**src/rtl/pipeline_power.sv**
```systemverilog
// pipeline_power: raises each unsigned input sample to the compile-time power
// POWER, one multiply per stage. The pipeline has valid/ready backpressure with
// bubble collapsing, a synchronous flush, a per-sample overflow flag and a
// registered occupancy count.
module pipeline_power #(
    parameter int IN_W  = 4,
    parameter int OUT_W = 32,
    parameter int POWER = 4
) (
    input  logic                         clock,
    input  logic                         reset,
    input  logic [IN_W-1:0]              i_value,
    input  logic                         i_valid,
    output logic                         i_ready,
    input  logic                         i_flush,
    output logic [OUT_W-1:0]             o_value,
    output logic                         o_valid,
    input  logic                         o_ready,
    output logic                         o_overflow,
    output logic [$clog2(POWER+1)-1:0]   o_count
);
    localparam int CNT_W  = $clog2(POWER+1);
    localparam int PROD_W = OUT_W + IN_W;

    // Stage k lives at index k-1; stage POWER drives the outputs.
    logic [POWER-1:0]   valid;
    logic [POWER-1:0]   valid_next;
    logic [POWER-1:0]   ready;
    logic [POWER-1:0]   ovf;
    logic [IN_W-1:0]    base [POWER];
    logic [OUT_W-1:0]   acc  [POWER];
    logic [PROD_W-1:0]  prod [POWER-1];
    logic [CNT_W-1:0]   count;

    function automatic logic [CNT_W-1:0] popcount(input logic [POWER-1:0] v);
        logic [CNT_W-1:0] n;
        n = '0;
        for (int i = 0; i < POWER; i++) begin
            n = n + CNT_W'(v[i]);
        end
        return n;
    endfunction

    // A stage can accept when any stage from it to the tail is empty, or the
    // consumer takes the head; walking from the tail avoids a feedback vector.
    always_comb begin : ready_chain
        logic tail_full;
        tail_full = 1'b1;
        ready     = '0;
        for (int k = POWER - 1; k >= 0; k--) begin
            tail_full = tail_full & valid[k];
            ready[k]  = o_ready | ~tail_full;
        end
    end

    assign i_ready = ready[0] & ~i_flush;

    // Next valid bits: shift into every ready stage, hold the stalled ones,
    // and clear everything on flush.
    always_comb begin
        valid_next = valid;
        if (i_flush) begin
            valid_next = '0;
        end else begin
            if (ready[0]) begin
                valid_next[0] = i_valid;
            end
            for (int k = 1; k < POWER; k++) begin
                if (ready[k]) begin
                    valid_next[k] = valid[k-1];
                end
            end
        end
    end

    // Full-width products so the bits above OUT_W reveal overflow.
    always_comb begin
        for (int k = 0; k < POWER - 1; k++) begin
            prod[k] = PROD_W'(acc[k]) * PROD_W'(base[k]);
        end
    end

    // Pipeline registers: every ready stage loads from its upstream neighbour.
    always_ff @(posedge clock or posedge reset) begin
        if (reset) begin
            valid <= '0;
            count <= '0;
            ovf   <= '0;
            for (int k = 0; k < POWER; k++) begin
                base[k] <= '0;
                acc[k]  <= '0;
            end
        end else begin
            valid <= valid_next;
            count <= popcount(valid_next);
            if (ready[0]) begin
                base[0] <= i_value;
                acc[0]  <= OUT_W'(i_value);
                ovf[0]  <= 1'b0;
            end
            for (int k = 1; k < POWER; k++) begin
                if (ready[k]) begin
                    base[k] <= base[k-1];
                    acc[k]  <= prod[k-1][OUT_W-1:0];
                    ovf[k]  <= ovf[k-1] | (|prod[k-1][PROD_W-1:OUT_W]);
                end
            end
        end
    end

    assign o_value    = acc[POWER-1];
    assign o_valid    = valid[POWER-1];
    assign o_overflow = ovf[POWER-1];
    assign o_count    = count;

endmodule
```
**config.mk**
```make
export PLATFORM = sky130hd
export DESIGN_NAME = pipeline_power
export DESIGN_NICKNAME = d
export VERILOG_FILES = /design/src/rtl/pipeline_power.sv
export SDC_FILE = /design/constraint.sdc
export NUM_CORES = 1
export LEC_CHECK = 0
export BUFFER_PORTS_ARGS = -buffer_cell sky130_fd_sc_hd__buf_2
export CORE_UTILIZATION = 61
export CTS_BUF_LIST = sky130_fd_sc_hd__clkbuf_16
export CTS_CLUSTER_DIAMETER = 80
export DETAILED_ROUTE_END_ITERATION = 16
export PLACE_DENSITY = 0.87
export REMOVE_ABC_BUFFERS = 1
export SLEW_MARGIN = 20
export SYNTH_ARGS = -nofsm -noshare
export SYNTH_HDL_FRONTEND = slang
export SYNTH_SLANG_ARGS = --single-unit
```
**constraint.sdc**
```tcl
create_clock -name clock -period 4.4 [get_ports clock]
set_input_delay 0.88 -clock clock [delete_from_list [all_inputs] [get_ports clock]]
set_output_delay 0.88 -clock clock [all_outputs]
set_load 0.01 [all_outputs]
```
# Yosys cells after proc, flatten, opt, wreduce, memory -nomap -nowiden
# Index checks and enable logic that the tools add are counted.
# W data, S select, Z words.
# classes
n_addsub	3
n_mul	3
muxes	5
n_bitwise	15
n_reduce_logical	3
# op_table
operator	n
$mul A32 B4 Y36	2
$mul A4 B4 Y8	1
$reduce_or A4 Y1	2
$or A1 B1 Y1	6
$not A1 Y1	5
$and A1 B1 Y1	4
$mux W1	4
$mux W4	1
$reduce_or A4 Y1 const A	1
$add A2 B1 Y3	1
$add A3 B1 Y3	1
$add A1 B1 Y2	1
# totals
reg_bits	118
in_bits	9
out_inout_bits	38
word_cells	40

# Longest topological paths before layout
# depth
word_depth	10
ltp_mapped	13
ltp_nobuf	12

# Worst setup path before layout
# No wires, ideal clock.
# synth_path
kind	flip-flop to flip-flop
start	register base[4] (netlist bit)
end	register acc, in the netlist o_value[15]
t_arrival_ps	3294
path_slack_ps	980
stages_incl_launch_ff	13
n_path_buf	1
synth_period_minus_slack_ps	3420
cell_sequence	dfrtp_1 clkbuf_1 nand2_1 fa_1 fa_1 inv_1 ha_1 a21oi_1 nand4b_1 a21oi_2 o41ai_4 nor3_1 a221o_1
# synth_via
elab_chain_cells	1
# synth_lines
item	line	rtl
start, declared	30	logic [IN_W-1:0] base [POWER];
start signal, assigned by index	103	base[k] <= base[k-1];
$mul A32 B4 Y36	79	prod[k] = PROD_W'(acc[k]) * PROD_W'(base[k]);
end signal, assigned by index	104	acc[k] <= prod[k-1][OUT_W-1:0];
end, declared	31	logic [OUT_W-1:0] acc [POWER];
# No other way between the ends.
# A chain may end at the register's enable or synchronous reset.

# Worst setup path after layout
# Same ends and word-level chain as after synthesis.

==> results_dict.tcl <==
set metrics [dict create \
    ant_diodes 0 \
    bufs_on_longest_clock_path 2 \
    synth_simple_gate_area_share_pct 20.52 \
    synth_mux_area_share_pct 1.851 \
    endpoint_kind "register" \
    post-dp-hpwl_um 6145 \
    critical_path_class "reg2reg" \
    ys.warnings.count 0 \
    layout.nets 633 \
    max-slew-margin-rel_pct 37.67 \
    postSynth.asyncResetShare_pct 100.0 \
    maximum_number_of_pins_on_one_net_before_global_route_repair 56 \
    finalSetupViolations 0 \
    globalRouteTotalUtil_pct 21.84 \
    hold_path.class "reg2reg" \
    detailedRoute.firstIterationViolations 87 \
    timing.critical_path.from_type "register" \
    synth-xor-area-share_pct 3.102 \
    antenna_found_initial 0 \
    number_of_global_route_vias_before_repair 3463 \
    synthMostInstantiatedCell "sky130_fd_sc_hd__nand2_1" \
    fin_skew_ns 0.006479 \
    gr-total-overflow 0 \
    status "finished clean" \
    synth_top_flop_cell "sky130_fd_sc_hd__dfrtp_1" \
    final_period_minus_worst_setup_slack_ns 3.676 \
    cts.htree.levels 2 \
    worstPathArrival_ns 3.86 \
    core_area_mm2 0.007447 \
    swShare_pct 40.51 \
    place.port_buffers 31 \
    tritoncts_num_sinks 55 \
    dieArea_mm2 0.008226 \
    fp-row-count 31 \
    master_cell_of_the_clock_root_buffer "sky130_fd_sc_hd__clkbuf_16" \
    final_cells 650 \
    worst_slew_pin_slew_ns 0.9338 \
    synthDominantAreaCellType "sky130_fd_sc_hd__dfrtp_1" \
    synth_commonest_cells "sky130_fd_sc_hd__nand2_1, sky130_fd_sc_hd__inv_1, sky130_fd_sc_hd__and2_1, sky130_fd_sc_hd__dfrtp_1, sky130_fd_sc_hd__ha_1" \
    post_synth_edffs 0 \
    cell_internal_pwr_mw 1.254 \
    netlist_instances 548 \
    drt_first_pass_iters 6 \
    number_of_vias_in_the_routed_layout 3371 \
    tritoncts.num_buffers 5 \
    gp_congestion 0.8415 \
    floorplan.die.height_um 90.70 \
    adder_and_majority_gate_portion_of_the_synthesized_area_pct 24.30 \
    filler_cell_count 597 \
    post_cts_setup_buffers 0 \
    drt-total-wl_um 8031 \
    synth_area_leaders "sky130_fd_sc_hd__dfrtp_1, sky130_fd_sc_hd__fa_1, sky130_fd_sc_hd__ha_1, sky130_fd_sc_hd__nand2_1, sky130_fd_sc_hd__and2_1" \
    synth.top_cell.area_share_pct 28.68 \
    placed_instances 642 \
    grt_pass1_wl_um 14810 \
    seq_area_frac_synth_pct 28.68 \
    p_sw_uw 854.2 \
    main_combinational_cell_family_by_area_after_synthesis "adder cells" \
    critPathMaxFanout 17 \
    synth_compound_area_share_pct 10.25 \
    final_antenna_violating_net_count 0 \
    worst_setup_hold_path_clk_slew_ns 0.08 \
    totalNegativeSetupSlack_ns 0 \
    post-route-drc-count 0 \
    finalHoldViolCount 0 \
    detail_route.wl_per_cell_um 12.36 \
    clock_power_share_pct 20.7 \
    final.period_utilization_pct 83.56 \
    p_per_area_mw_per_mm2 423.3 \
    design_power_total_mw 2.109 \
    total_leakage_power_nw 2.575 \
    cts_hold_repair.buffers 0 \
    timing.fmax_mhz 272.0 \
    syn-cell-area_mm2 0.004800 \
    cp.required_ns 4.59 \
    synth_seq_cells 55 \
    tritoncts "built" \
    die_x_um 90.70 \
    number_of_ports_placed_on_the_die_boundary 47 \
    post_route_cells_drive_above_1_share_pct 10.16 \
    drt-vias-per-instance 5.186 \
    part_of_the_power_in_registers_pct 32.4 \
    max-vdd-ir-drop_mv 0.2217 \
    power.share.combinational_pct 46.9 \
    cts_repair_resize_count 0 \
    final-max-slew-violation-count 0 \
    clk_latency_ns 0.30 \
    post_synth_num_cell_types 39 \
    post_synth.cell_area_avg_um2 8.758 \
    initial_utilization_pct 64.45 \
    syn2layout_area_growth_pct 3.780 \
    rsz_0062_raised_after_global_routing "false" \
    maxCapViolCount 0 \
]
-- flip-flops by register name, indices dropped and copies added, names as in the netlist --
signal   count
acc         18
base        12
o_value     18
o_count      3
valid        4
-- through the flow --
step | hold slack [ns] | instance area (µm²) | utilization, % | setup slack [ns]
3_3_place_gp | 0.4557 | 4823 | 64.77 | 0.8871
3_5_place_dp | 0.4662 | 4823 | 64.77 | 0.7635
2_1_floorplan | 0.4816 | 4534 | - | 0.1963
4_1_cts | 0.4838 | 4980 | 66.87 | 0.7257
6_report | 0.4755 | 4981 | 66.89 | 0.7235
5_1_grt | 0.4924 | 4981 | 66.89 | 0.4988
-- worst max-delay path: stages (launching register included) --
cell and delay, ns:
sky130_fd_sc_hd__dfrtp_1 0.62, sky130_fd_sc_hd__nand2_1 0.16, sky130_fd_sc_hd__fa_1 0.54, sky130_fd_sc_hd__fa_1 0.61, sky130_fd_sc_hd__inv_1 0.07, sky130_fd_sc_hd__ha_1 0.29, sky130_fd_sc_hd__a21oi_1 0.21, sky130_fd_sc_hd__nand4b_1 0.20
sky130_fd_sc_hd__a21oi_2 0.11, sky130_fd_sc_hd__o41ai_4 0.39, sky130_fd_sc_hd__nor3_1 0.09, sky130_fd_sc_hd__a221o_1 0.27
-- final timing paths --
check | start | depth (start not counted) | slack, ns | end
hold reg to reg | o_value[13] | 2 | 0.48 | o_value[13]
hold / removal | o_value[13] | 2 | 0.48 | o_value[13]
min in group asynchronous | reset | 2 | 0.74 | o_value[1]
setup / recovery | base[4] | 11 | 0.72 | o_value[15]
setup reg to reg | base[4] | 11 | 0.72 | o_value[15]
max in group asynchronous | reset | 2 | 3.11 | o_value[10]
-- cell usage in the layout, fill, tap and decap left out, types with 8 or more instances in the layout --
cell,instances
sky130_fd_sc_hd__xnor2_1,8
sky130_fd_sc_hd__conb_1,15
sky130_fd_sc_hd__xor2_1,9
sky130_fd_sc_hd__inv_1,58
sky130_fd_sc_hd__a21oi_1,23
sky130_fd_sc_hd__and2_1,56
sky130_fd_sc_hd__dfrtp_1,55
sky130_fd_sc_hd__nand2_1,100
sky130_fd_sc_hd__nor2_1,18
sky130_fd_sc_hd__ha_1,42
sky130_fd_sc_hd__o21ai_0,25
sky130_fd_sc_hd__fa_1,32
sky130_fd_sc_hd__buf_2,31
-- cells by family (layout without fill, tap and decap cells) --
group           count (synthesis)  after routing
simple gates                  205            205
flops                          55             55
fa+ha+maj                      74             74
buf+inv                       110             99
mux                             8              8
xor+xnor                       17             17
compound gates                 78             78
other cells                     1             15
-- metal layers --
metal  part of all wire [%]  vias to the layer above  GRT usage, %  wire length, µm
met5                      0                        -             0                0
met4                    2.1                        0         6.989              172
li1                       -                     1710             -                -
met3                    3.0                       19         4.040              244
met1                     43                     1586         25.47             3474
met2                     52                       56         40.15             4139
-- power groups by stage --
stage / combinational [mW] / sequential, mW / clock [mW]
after global routing: 1.15 / 0.699 / 0.460
after detailed placement: 0.982 / 0.694 / 0
final: 0.989 / 0.683 / 0.436
after CTS: 0.997 / 0.684 / 0.443
after global placement: 0.942 / 0.686 / 0
after floorplan: 0.759 / 0.702 / 0
-- cell type report --
class	count	area, µm²	area share [%]
inverter	59	222.7	4.471
clock buffer	5	125.1	2.512
sequential	55	1376	27.63
timing repair buffer	32	162.7	3.266
tap	99	123.9	2.487
multi-input combinational	397	2939	59.01
clock inverter	3	31.28	0.6280
Power figures use the tool's default switching activity.
